<file path="config.mk">
export PLATFORM = sky130hd
export DESIGN_NAME = sync_fifo_param
export DESIGN_NICKNAME = d
export VERILOG_FILES = /design/src/rtl/fifo_pkg.sv /design/src/rtl/sync_fifo_mem.sv /design/src/rtl/sync_fifo_param.sv
export SDC_FILE = /design/constraint.sdc
export NUM_CORES = 1
export LEC_CHECK = 0
export ABC_CLOCK_PERIOD_IN_PS = 3900
export CAP_MARGIN = 20
export CORE_MARGIN = 1.5
export CORE_UTILIZATION = 50
export DETAILED_ROUTE_END_ITERATION = 7
export GPL_ROUTABILITY_DRIVEN = 0
export PLACE_DENSITY = 0.71
export SYNTH_ARGS = -nofsm -noshare
export SYNTH_HDL_FRONTEND = slang
export SYNTH_SLANG_ARGS = --single-unit
</file>
<file path="constraint.sdc">
create_clock -name clk -period 3.9 [get_ports clk]
set_input_delay 0.975 -clock clk [delete_from_list [all_inputs] [get_ports clk]]
set_output_delay 0.975 -clock clk [all_outputs]
set_load 0.02 [all_outputs]
</file>
<file path="src/rtl/fifo_pkg.sv">
// rtl/fifo_pkg.sv - shared constants, types and helpers for the sync FIFO family
package fifo_pkg;

    localparam int DEF_DATA_W    = 8;
    localparam int DEF_ADDR_W    = 3;
    localparam int DEF_AFULL_TH  = 6;
    localparam int DEF_AEMPTY_TH = 2;

    // Encoded as {wr_acc, rd_acc} so the level update can switch on it directly.
    typedef enum logic [1:0] {
        LVL_HOLD = 2'b00,
        LVL_POP  = 2'b01,
        LVL_PUSH = 2'b10,
        LVL_SWAP = 2'b11
    } lvl_op_e;

    function automatic int fifo_clog2(input int n);
        int r;
        r = 0;
        while ((1 << r) < n) r++;
        return r;
    endfunction

endpackage

</file>
<file path="src/rtl/sync_fifo_mem.sv">
// rtl/sync_fifo_mem.sv - DEPTH x DATA_W storage, synchronous write, asynchronous read
module sync_fifo_mem #(
    parameter int DATA_W = 8,
    parameter int ADDR_W = 3
) (
    input  logic              clk,
    input  logic              wr_en,
    input  logic [ADDR_W-1:0] wr_addr,
    input  logic [DATA_W-1:0] wr_data,
    input  logic [ADDR_W-1:0] rd_addr,
    output logic [DATA_W-1:0] rd_data
);

    logic [DATA_W-1:0] mem [1 << ADDR_W];

    always_ff @(posedge clk) begin
        if (wr_en) mem[wr_addr] <= wr_data;
    end

    assign rd_data = mem[rd_addr];

endmodule

</file>
<file path="src/rtl/sync_fifo_param.sv">
// rtl/sync_fifo_param.sv - parametrised single-clock FIFO with std/FWFT read and sticky errors
module sync_fifo_param
    import fifo_pkg::*;
#(
    parameter int DATA_W    = DEF_DATA_W,
    parameter int ADDR_W    = DEF_ADDR_W,
    parameter int AFULL_TH  = DEF_AFULL_TH,
    parameter int AEMPTY_TH = DEF_AEMPTY_TH,
    parameter int FWFT      = 0
) (
    input  logic              clk,
    input  logic              rst,
    input  logic              wr_en,
    input  logic [DATA_W-1:0] wr_data,
    input  logic              rd_en,
    output logic [DATA_W-1:0] rd_data,
    output logic              rd_valid,
    output logic              full,
    output logic              empty,
    output logic              almost_full,
    output logic              almost_empty,
    output logic [ADDR_W:0]   level,
    output logic              overflow,
    output logic              underflow,
    input  logic              clr_err
);

    localparam logic [ADDR_W:0]   DEPTH_L  = (ADDR_W+1)'(1 << ADDR_W);
    localparam logic [ADDR_W:0]   AFULL_L  = (ADDR_W+1)'(AFULL_TH);
    localparam logic [ADDR_W:0]   AEMPTY_L = (ADDR_W+1)'(AEMPTY_TH);
    localparam logic [ADDR_W:0]   LVL_ONE  = (ADDR_W+1)'(1);
    localparam logic [ADDR_W-1:0] PTR_ONE  = ADDR_W'(1);

    logic [ADDR_W-1:0] wr_ptr;
    logic [ADDR_W-1:0] rd_ptr;
    logic [ADDR_W:0]   level_q;
    logic              overflow_q;
    logic              underflow_q;
    logic              rd_acc;
    logic              wr_acc;
    lvl_op_e           lvl_op;
    logic [DATA_W-1:0] mem_rd_data;

    assign empty        = (level_q == '0);
    assign full         = (level_q == DEPTH_L);
    assign almost_full  = (level_q >= AFULL_L);
    assign almost_empty = (level_q <= AEMPTY_L);
    assign level        = level_q;
    assign overflow     = overflow_q;
    assign underflow    = underflow_q;

    // A pop in the same cycle frees the slot, so a write into a full FIFO is still taken.
    assign rd_acc = rd_en & ~empty;
    assign wr_acc = wr_en & (~full | rd_acc);
    assign lvl_op = lvl_op_e'({wr_acc, rd_acc});

    always_ff @(posedge clk or posedge rst) begin
        if (rst) begin
            wr_ptr      <= '0;
            rd_ptr      <= '0;
            level_q     <= '0;
            overflow_q  <= 1'b0;
            underflow_q <= 1'b0;
        end else begin
            if (wr_acc) wr_ptr <= wr_ptr + PTR_ONE;
            if (rd_acc) rd_ptr <= rd_ptr + PTR_ONE;
            case (lvl_op)
                LVL_PUSH: level_q <= level_q + LVL_ONE;
                LVL_POP:  level_q <= level_q - LVL_ONE;
                default:  level_q <= level_q;
            endcase
            overflow_q  <= (wr_en & ~wr_acc) | (overflow_q & ~clr_err);
            underflow_q <= (rd_en & empty) | (underflow_q & ~clr_err);
        end
    end

    // Async read of the head slot; when full with a same-cycle write, the old word is read.
    sync_fifo_mem #(
        .DATA_W (DATA_W),
        .ADDR_W (ADDR_W)
    ) u_mem (
        .clk     (clk),
        .wr_en   (wr_acc),
        .wr_addr (wr_ptr),
        .wr_data (wr_data),
        .rd_addr (rd_ptr),
        .rd_data (mem_rd_data)
    );

    generate
        if (FWFT != 0) begin : g_fwft
            assign rd_data  = empty ? '0 : mem_rd_data;
            assign rd_valid = ~empty;
        end else begin : g_std
            logic [DATA_W-1:0] rd_data_q;
            logic              rd_valid_q;

            always_ff @(posedge clk or posedge rst) begin
                if (rst) begin
                    rd_data_q  <= '0;
                    rd_valid_q <= 1'b0;
                end else begin
                    rd_valid_q <= rd_acc;
                    if (rd_acc) rd_data_q <= mem_rd_data;
                end
            end

            assign rd_data  = rd_data_q;
            assign rd_valid = rd_valid_q;
        end
    endgenerate

endmodule

</file>
==> flow_metrics.py <==
metrics = {
    "clock_tree": {
        "root_buffer": "clkbuf_8",
        "cts_buffer_depth": 2,
        "numCtsBuffers": 9,
        "post_cts_buffers": 0,
        "htree_levels": 3,
        "cts_tree": "built",
        "worstSkewPairLatency_ns": 0.37,
        "cts_hold_buffers": 0,
        "clk_pin_slew_ns": 0.09,
        "clkSinkCount": 85,
        "cts_resized": 0,
    },
    "floorplan": {
        "die_y_um": 87.5,
        "fp.coreArea_um2": 6830,
        "start_util": 0.522,
        "die-area_um2": 7650,
        "io-pin-count": 32,
        "rows": 30,
        "die_w_um": 87.5,
    },
    "finish": {
        "drive_above_1_share": 0.174,
        "finalInstanceArea_um2": 4140,
        "num-fill-cells": 560,
        "final_cells": 372,
        "num_antenna_cells": 0,
        "area_growth_syn_to_layout_pct": 16.2,
        "num-nets-final": 289,
    },
    "global_routing": {
        "grt_overflow": 0,
        "grt_pass1_wl_um": 9740,
        "grt_start_max_net_pins": 25,
        "gr-usage-all-layers": 0.179,
        "antenna_found_initial": 0,
        "grt_pass1_vias": 1860,
    },
    "sta": {
        "finalSetupViolCount": 0,
        "finalSetupTns_ns": 0,
        "fin_skew_ns": 0.0124,
        "finalHoldViolations": 0,
        "fmax_mhz": 322,
        "min_period_ns": 3.10,
        "maxSlewHeadroom": 0.282,
        "fin_crit_sh": 0.795,
        "slew_viol_final": 0,
        "worst_pin_slew_ns": 1.08,
        "rsz0062_at_grt": "no",
    },
    "power": {
        "cellLeakagePower_uw": 0.00152,
        "p_per_area_nw_per_um2": 717,
        "power_uw": 2970,
        "ir_drop_mv": 0.261,
    },
    "logic_synthesis": {
        "synthArstFlopShare": 0.247,
        "yosys-top-cells-count": "edfxtp_1, nand2_1, dfrtp_1, mux2_2, mux2i_1",
        "yosys_most_used_dff": "edfxtp_1",
        "ys_seq_area_frac": 0.686,
        "post-synth-top-count-cell": "edfxtp_1",
        "synth_cells": 233,
        "syn_avg_cell_area_um2": 15.3,
        "syn_area_um2": 3570,
        "synth.net_count": 251,
        "yosysWarnings": 0,
        "synth-edff-count": 64,
        "yosys-top-cells-area": "edfxtp_1, dfrtp_1, mux2_2",
        "ys_ff_latch": 85,
        "synth_top_area_frac": 0.539,
        "synth_cell_type_count": 37,
        "yosysTopAreaCell": "edfxtp_1",
    },
    "setup_path": {
        "worst_r2r_endpoint": "level[3]$_DFFE_PP0P_",
        "path_class": "register to primary output",
        "cpMaxStageDelayCell": "clkdlybuf4s50_1",
        "cp-startpoint": "level[3]$_DFFE_PP0P_",
        "crit_path_end_kind": "primary output",
        "critPathTopFamily": "buffers and inverters",
        "reg2reg_slack_ns": 0.83,
        "cp_max_fo": 10,
        "crit_path_start_kind": "register",
        "crit_arrival_ns": 2.13,
        "crit_buf_inv": 2,
        "crit_chain": "or4b_4, inv_1, clkdlybuf4s50_1",
        "r2r_start": "level[1]$_DFFE_PP0P_",
        "required_ns": 2.92,
        "r2r_cells": 10,
        "worstSetupPathDepth": 3,
        "crit_end": "full",
        "max_stage_delay_ns": 0.59,
    },
    "placed_design": {
        "portBuffers": 31,
        "place.detailed.hpwl_um": 4050,
        "place_area_um2": 3960,
        "dp_cells": 356,
    },
    "flow_run": {
        "drv_cap": 0,
    },
    "route": {
        "drtIter0Drc": 123,
        "drc": 0,
        "ant_nets": 0,
        "wirelength_um": 6070,
        "wl_per_cell_um": 16.3,
        "viasPerCell": 5.13,
        "first_pass_iters": 4,
        "vias": 1908,
    },
    "outcome": {
        "outcome": "finished, final reports clean",
    },
    "min_path": {
        "min_path_type": "register to register",
    },
}
==> worst reg2reg max path, delay by kind of cell (launching register included) <==
| kind | cells | cell delay, ns |
|---|---|---|
| AOI/OAI and AO/OA | 4 | 1.08 |
| and+or+nand+nor | 2 | 0.58 |
| DFF | 1 | 0.49 |
| muxes | 1 | 0.36 |
| adders and majority gates | 1 | 0.27 |
| buffers and inverters | 2 | 0.18 |
==> through the flow <==
step	worst slack (ns)	utilization	hold WS (ns)
2_1_floorplan	1.05	-	0.486
3_3_place_gp	0.572	0.580	0.480
3_5_place_dp	0.503	0.580	0.479
4_1_cts	0.773	0.607	0.498
5_1_grt	0.629	0.607	0.540
6_report	0.799	0.607	0.493
==> sequential cells by signal, summed over array words and instances, names as in the netlist <==
| register | cells |
|---|---|
| u_mem.mem | 64 |
| rd_data | 8 |
| level | 4 |
| rd_ptr | 3 |
| wr_ptr | 3 |
| overflow | 1 |
| rd_valid | 1 |
| underflow | 1 |
==> placed cells by master (no fill, tap or decap), types with 2 or more instances in the layout <==
| master | instances |
|---|---|
| nor2_1 | 7 |
| nand2b_1 | 6 |
| dfrtp_1 | 21 |
| inv_6 | 3 |
| o21ai_0 | 8 |
| mux2i_1 | 17 |
| clkdlybuf4s50_1 | 31 |
| xnor2_1 | 5 |
| a21o_1 | 2 |
| nand2_1 | 24 |
| edfxtp_1 | 64 |
| a221o_1 | 8 |
| nor3_1 | 3 |
| mux2_2 | 18 |
| a21oi_1 | 2 |
| inv_1 | 7 |
| o21ai_1 | 2 |
| clkinv_4 | 2 |
| ha_1 | 4 |
| buf_4 | 6 |
| o22ai_1 | 9 |
| clkbuf_8 | 9 |
==> worst min-delay path by stage <==
stage                                       from                      to  slack [ns]  cells after the start
after detailed placement  rd_data[2]$_DFFE_PP0P_  rd_data[2]$_DFFE_PP0P_        0.48                      2
after CTS                 rd_data[2]$_DFFE_PP0P_  rd_data[2]$_DFFE_PP0P_        0.50                      2
final                     rd_data[2]$_DFFE_PP0P_  rd_data[2]$_DFFE_PP0P_        0.49                      2
after global placement    rd_data[2]$_DFFE_PP0P_  rd_data[2]$_DFFE_PP0P_        0.48                      2
after global routing      rd_data[6]$_DFFE_PP0P_  rd_data[6]$_DFFE_PP0P_        0.54                      2
after floorplan            wr_ptr[0]$_DFFE_PP0P_   wr_ptr[0]$_DFFE_PP0P_        0.49                      2
==> kinds of logic (layout without fill, tap and decap cells) <==
kind of cell / count (synthesis) / in the layout / share of synthesized area
XOR/XNOR: 6 / 6 / 0.0147
buffers and inverters: 18 / 61 / 0.0302
multiplexers: 35 / 35 / 0.105
flip-flops: 85 / 85 / 0.686
adder cells (fa/ha/maj): 5 / 5 / 0.0196
AND/OR/NAND/NOR: 47 / 47 / 0.0646
AO/OA/AOI/OAI: 37 / 37 / 0.0800
==> final cells by class <==
| class | count | area, µm² | area share |
|---|---|---|---|
| clock buffers | 9 | 124 | 0.0299 |
| clock inverters | 7 | 56.3 | 0.0136 |
| inverters | 8 | 30.0 | 0.00725 |
| multi-input cells | 130 | 1010 | 0.244 |
| flip-flops and latches | 85 | 2450 | 0.591 |
| well taps | 96 | 120 | 0.0290 |
| repair buffers | 37 | 355 | 0.0857 |
==> layer usage <==
metal / wire length (µm) / track usage / part of all wire
met1: 3020 / 0.244 / 0.50
met4: 110 / 0.0794 / 0.018
met5: 0 / 0 / 0
met3: 244 / 0.0588 / 0.040
met2: 2690 / 0.261 / 0.44
==> power by group <==
group	internal [µW]	switching, µW	total [µW]
sequential	1160	188	1350
clock	239	334	572
combinational	530	517	1050
total	1930	1040	2970
No activity file was read; power rests on OpenSTA's default activity.
